## src/rtl/mini_alu_arbiter.sv

```systemverilog
// rtl/mini_alu_arbiter.sv - two-requester round-robin front end for an external mini_alu
// Optional condition-code register: define MINI_ALU_ARBITER_ICC_EN.
module mini_alu_arbiter (
  input  logic        clk,
  input  logic        rst_n,
  input  logic        req0_valid,
  output logic        req0_ready,
  input  logic [3:0]  req0_op,
  input  logic [31:0] req0_a,
  input  logic [31:0] req0_b,
  input  logic        req0_cin,
`ifdef MINI_ALU_ARBITER_ICC_EN
  input  logic        req0_setcc,
`endif
  input  logic        req1_valid,
  output logic        req1_ready,
  input  logic [3:0]  req1_op,
  input  logic [31:0] req1_a,
  input  logic [31:0] req1_b,
  input  logic        req1_cin,
`ifdef MINI_ALU_ARBITER_ICC_EN
  input  logic        req1_setcc,
`endif
  output logic        resp0_valid,
  output logic        resp1_valid,
  output logic [31:0] resp_y,
  output logic [3:0]  resp_flags,
  output logic [31:0] alu_a,
  output logic [31:0] alu_b,
  output logic        alu_cin,
  output logic [3:0]  alu_opcode,
  input  logic [31:0] alu_y,
  input  logic [3:0]  alu_flags,
`ifdef MINI_ALU_ARBITER_ICC_EN
  output logic [3:0]  icc,
`endif
  output logic        busy
);

  typedef enum logic [1:0] {IDLE, EXEC, RESP} state_t;

  state_t      r_state;
  logic        r_last;
  logic        r_owner;
  logic [1:0]  r_resp_valid;
  logic [31:0] r_alu_a;
  logic [31:0] r_alu_b;
  logic        r_alu_cin;
  logic [3:0]  r_alu_op;
  logic [31:0] r_resp_y;
  logic [3:0]  r_resp_flags;
`ifdef MINI_ALU_ARBITER_ICC_EN
  logic        r_setcc;
  logic [3:0]  r_icc;
`endif

  logic w_idle;
  logic w_grant0;
  logic w_grant1;

  // r_last=1 means requester 1 won last, so requester 0 wins the next tie.
  assign w_idle   = rst_n && (r_state == IDLE);
  assign w_grant1 = req1_valid && (!req0_valid || !r_last);
  assign w_grant0 = req0_valid && !w_grant1;

  assign req0_ready  = w_idle && w_grant0;
  assign req1_ready  = w_idle && w_grant1;
  assign busy        = (r_state != IDLE);
  assign resp0_valid = r_resp_valid[0];
  assign resp1_valid = r_resp_valid[1];
  assign resp_y      = r_resp_y;
  assign resp_flags  = r_resp_flags;
  assign alu_a       = r_alu_a;
  assign alu_b       = r_alu_b;
  assign alu_cin     = r_alu_cin;
  assign alu_opcode  = r_alu_op;
`ifdef MINI_ALU_ARBITER_ICC_EN
  assign icc         = r_icc;
`endif

  always_ff @(posedge clk or negedge rst_n) begin
    if (!rst_n) begin
      r_state      <= IDLE;
      r_last       <= 1'b1;
      r_owner      <= 1'b0;
      r_resp_valid <= 2'b00;
      r_alu_a      <= '0;
      r_alu_b      <= '0;
      r_alu_cin    <= 1'b0;
      r_alu_op     <= '0;
      r_resp_y     <= '0;
      r_resp_flags <= '0;
`ifdef MINI_ALU_ARBITER_ICC_EN
      r_setcc      <= 1'b0;
      r_icc        <= '0;
`endif
    end else begin
      case (r_state)
        IDLE: begin
          r_resp_valid <= 2'b00;
          if (w_grant0 || w_grant1) begin
            r_owner   <= w_grant1;
            r_last    <= w_grant1;
            r_alu_a   <= w_grant1 ? req1_a   : req0_a;
            r_alu_b   <= w_grant1 ? req1_b   : req0_b;
            r_alu_cin <= w_grant1 ? req1_cin : req0_cin;
            r_alu_op  <= w_grant1 ? req1_op  : req0_op;
`ifdef MINI_ALU_ARBITER_ICC_EN
            r_setcc   <= w_grant1 ? req1_setcc : req0_setcc;
`endif
            r_state   <= EXEC;
          end
        end
        EXEC: begin
          r_resp_y     <= alu_y;
          r_resp_flags <= alu_flags;
`ifdef MINI_ALU_ARBITER_ICC_EN
          if (r_setcc) r_icc <= alu_flags;
`endif
          r_resp_valid <= r_owner ? 2'b10 : 2'b01;
          r_state      <= RESP;
        end
        RESP: begin
          r_resp_valid <= 2'b00;
          r_state      <= IDLE;
        end
        default: begin
          r_resp_valid <= 2'b00;
          r_state      <= IDLE;
        end
      endcase
    end
  end

endmodule

```

## config.mk

```make
export PLATFORM = sky130hd
export DESIGN_NAME = mini_alu_arbiter
export DESIGN_NICKNAME = d
export VERILOG_FILES = /design/src/rtl/mini_alu_arbiter.sv
export SDC_FILE = /design/constraint.sdc
export NUM_CORES = 1
export LEC_CHECK = 0
export CAP_MARGIN = 20
export CORE_UTILIZATION = 43
export CTS_CLUSTER_DIAMETER = 100
export DETAILED_ROUTE_END_ITERATION = 16
export PLACE_DENSITY = 0.91
export RECOVER_POWER = 50
export SETUP_SLACK_MARGIN = 0.15
export SYNTH_ARGS = -nofsm -noshare
export SYNTH_HDL_FRONTEND = slang
export SYNTH_SLANG_ARGS = --single-unit
```

## constraint.sdc

```tcl
create_clock -name clk -period 5.1 [get_ports clk]
set_input_delay 1.02 -clock clk [delete_from_list [all_inputs] [get_ports clk]]
set_output_delay 1.02 -clock clk [all_outputs]
set_load 0.02 [all_outputs]
```

After elaboration in Yosys (flattened, before gate mapping)
Cells that the tools add are included.
{"block": "classes", "eq_ne": 2, "reduce_logical": 13, "mux": 8}
{"cell": "$mux W32", "n": 2}
{"cell": "$mux W2", "n": 3}
{"cell": "$logic_and A1 B1 Y1", "n": 5}
{"cell": "$mux W4", "n": 1}
{"cell": "$pmux W2 S2", "n": 1}
{"cell": "$logic_not A1 Y1", "n": 3}
{"cell": "$eq A2 B1 Y1 const B", "n": 1}
{"cell": "$logic_not A2 Y1", "n": 1}
{"cell": "$logic_or A1 B1 Y1", "n": 2}
{"cell": "$ne A2 B1 Y1 const B", "n": 1}
{"cell": "$reduce_and A2 Y1", "n": 1}
{"cell": "$reduce_bool A2 Y1", "n": 1}
{"cell": "$mux W1", "n": 1}
{"block": "word_totals", "in_bits": 178, "regBits": 111, "output_inout_bits": 110, "word_cells": 33}

Depth between registers and ports, before layout
{"block": "depth", "depth_word": 8, "mapped_depth": 5, "depth_no_buf": 4}

Least setup slack after synthesis
OpenSTA, ideal clock, no wires.
{"block": "synth_path", "kind": "input port to output port", "start": "in req1_valid", "end": "out req0_ready", "setup_slack_ns": 2.256, "t_arrival_ns": 1.824, "cell_stages": 4, "t_required_ns": 4.080, "n_path_buf": 2, "cell_sequence": "a21bo_1 buf_6 buf_6 and4_1"}
{"block": "synth_via", "elab_chain_len": 4}
{"item": "start, declared", "line": "15", "source": "input logic req1_valid,"}
{"item": "$logic_and A1 B1 Y1", "line": "63", "source": "assign w_grant1 = req1_valid && (!req0_valid || !r_last);"}
{"item": "$logic_not A1 Y1", "line": "64", "source": "assign w_grant0 = req0_valid && !w_grant1;"}
{"item": "$logic_and A1 B1 Y1", "line": "64"}
{"item": "$logic_and A1 B1 Y1", "line": "66", "source": "assign req0_ready = w_idle && w_grant0;"}
{"item": "end, declared", "line": "7", "source": "output logic req0_ready,"}
No other way between the ends.

Worst setup path after layout
Same ends and word-level chain as after synthesis.

==> impl_metrics.tcl <==
set metrics [dict create \
    cts_resized 0 \
    grt_usage_pct 21.3 \
    endpoint_kind "output port" \
    drt-initial-drc-count 118 \
    crit_type "in -> out" \
    place_congestion 0.809 \
    synth_edf_count 0 \
    hp-class "reg -> reg" \
    grt_pass1_vias 4254 \
    finalCriticalPeriod_ns 3.76 \
    timing.setup.tns_ns 0 \
    cap_violations 0 \
    yosysSeqAreaShare_pct 50.4 \
    path_cells "dlygate4sd3_1, a21bo_4, and4_1, clkdlybuf4s50_1" \
    timing.reg2reg.setup_slack_ns 2.10 \
    slew_violations 0 \
    grt_pass1_wl_mm 21.2 \
    power_density_nw_per_um2 596 \
    cts.path.max_buffers 2 \
    root_buffer "clkbuf_16" \
    dp_hpwl_mm 11.0 \
    reg2regPathDepth 5 \
    synth_warnings 0 \
    insertion_delay_ns 0.34 \
    ys_seq_elements 111 \
    crit_family "buffers and inverters" \
    crit_path_end "req0_ready" \
    cp_max_fo 12 \
    start_util_pct 43.9 \
    portBuffers 287 \
    status "complete, no violations" \
    dr_total_vias 4035 \
    finalCritPeriodShare_pct 73.8 \
    synthCells 395 \
    cts_setup_buffers 0 \
    cp.depth 4 \
    required_ns 4.08 \
    skew_ns 0.00782 \
    diodes 0 \
    rsz0062_at_grt "no" \
    r2r_end "resp_flags[2]$_DFFE_PN0N_" \
    ys_types 21 \
    post_drt_wl_per_cell_um 16.5 \
    grt_overflow_total 0 \
    coreArea_um2 12600 \
    drive_above_1_share_pct 23.3 \
    setup_viol 0 \
    met2_usage_pct 39.8 \
    leakagePower_nw 4.08 \
    cts_htree_levels 3 \
    die_area_um2 13300 \
    cts.sink_count 111 \
    cp-start-kind "input port" \
    core.rowCount 41 \
    fmax_ghz 0.266 \
    grt_max_degree 60 \
    irDropWorstVdd_v 0.000295 \
    drc_errors 0 \
    avgSynthCellArea_um2 14.0 \
    grt_util_met3_pct 6.22 \
    cts_tree "built" \
    die_h_um 115 \
    antenna_found_initial 0 \
    vias_per_cell 4.73 \
    path_clk_slew_ns 0.06 \
    cts_buffers 9 \
    die_w_um 115 \
    yosys.cell_count.top_type "mux2_4" \
    grt_use_met1_pct 22.4 \
    netlist_area_um2 5520 \
    worstMarginPinSlew_ns 1.49 \
    rr_startpoint "r_state[1]$_DFFE_PN0P_" \
    firstDrtPassIters 4 \
    startpoint "req1_valid" \
    routed_wl_mm 14.1 \
    path_buf_inv 2 \
    area_growth_pct 58.4 \
    synth_top_cell_area_share_pct 49.9 \
    hold_buffers 0 \
    synthTopCellsByCount "mux2_4, dfrtp_1, nand2_1" \
    fin_hold_ws_ns 0.422 \
    io_pins 288 \
    slew_headroom_pct 0.608 \
    cpMaxStageDelayCell "clkdlybuf4s50_1" \
    async_flop_share_pct 100 \
    cp_slowest_stage_delay_ns 0.60 \
    nets 854 \
    finalHoldViolations 0 \
    ys.flop_type "dfrtp_1" \
    fillCellCount 895 \
    ant_nets 0 \
    syn_nets 573 \
    busiest_layer "met2" \
    synthTopCellsByArea "dfrtp_1, mux2_4, nand2_1, buf_8, buf_4" \
    utilization_pct 69.5 \
    arrival_ns 2.74 \
    yosysTopAreaCell "dfrtp_1" \
]
stage by stage:
step,instances,instance area (um2),setup WS (ns),total power [mW]
2_1_floorplan,395,5520,2.26,3.34
3_3_place_gp,837,8470,1.39,4.49
3_5_place_dp,837,8470,1.30,4.59
4_1_cts,853,8760,1.38,5.29
5_1_grt,853,8740,1.29,5.49
6_report,853,8740,1.34,5.20
final cells by class:
cell class | instances | area, um2 | share of cell area [%]
Timing Repair Buffer | 293 | 2910 | 33.3
Sequential cell | 111 | 2780 | 31.8
Multi-Input combinational cell | 258 | 2530 | 28.9
Clock buffer | 12 | 267 | 3.05
Tap cell | 172 | 215 | 2.46
Clock inverter | 4 | 28.8 | 0.329
Inverter | 3 | 11.3 | 0.129
power breakdown:
group | total [mW] | internal, mW | switching [mW]
Clock | 0.670 | 0.371 | 0.299
Combinational | 2.93 | 1.60 | 1.34
Sequential | 1.60 | 1.34 | 0.265
worst min path at each step:
stage	slack (ns)	startpoint	to	cells after the start
after global routing	0.45	r_owner$_DFFE_PN0P_	r_resp_valid[0]$_DFF_PN0_	1
after floorplan	0.40	r_owner$_DFFE_PN0P_	r_resp_valid[0]$_DFF_PN0_	1
after CTS	0.42	r_owner$_DFFE_PN0P_	r_resp_valid[0]$_DFF_PN0_	1
final	0.42	r_owner$_DFFE_PN0P_	r_resp_valid[0]$_DFF_PN0_	1
after global placement	0.41	r_owner$_DFFE_PN0P_	r_resp_valid[0]$_DFF_PN0_	1
after detailed placement	0.41	r_owner$_DFFE_PN0P_	r_resp_valid[0]$_DFF_PN0_	1
registers in the layout (all words and copies together), names as in the netlist, 2 cells and up:
register and cells:
alu_a 32, alu_b 32, alu_opcode 4, r_resp_valid 2, r_state 2, resp_flags 4
resp_y 32
placed cells by master (no fill, tap or decap), drive strengths merged, types with 3 or more instances in the layout:
cell,netlist,layout
nor2,4,4
inv,3,3
nand2,109,109
mux2,138,138
clkbuf,6,13
clkdlybuf4s50,0,275
buf,17,6
dfrtp,110,110
dlygate4sd3,0,11
per-layer routing:
layer	up-vias	part of all wire, %
met2	191	54
met1	1934	37
met5	-	0
met3	27	6.9
met4	0	2.4
li1	1883	-
logic make-up (layout without fill, tap and decap cells):
kind of cell,count (synthesis),count (layout),share of synthesized area [%]
multiplexers,138,138,37.3
flip-flops,111,111,50.4
AO/OA/AOI/OAI,5,5,0.635
AND/OR/NAND/NOR,115,115,7.96
buffers and inverters,26,312,3.76
Power figures use the tool's default switching activity.
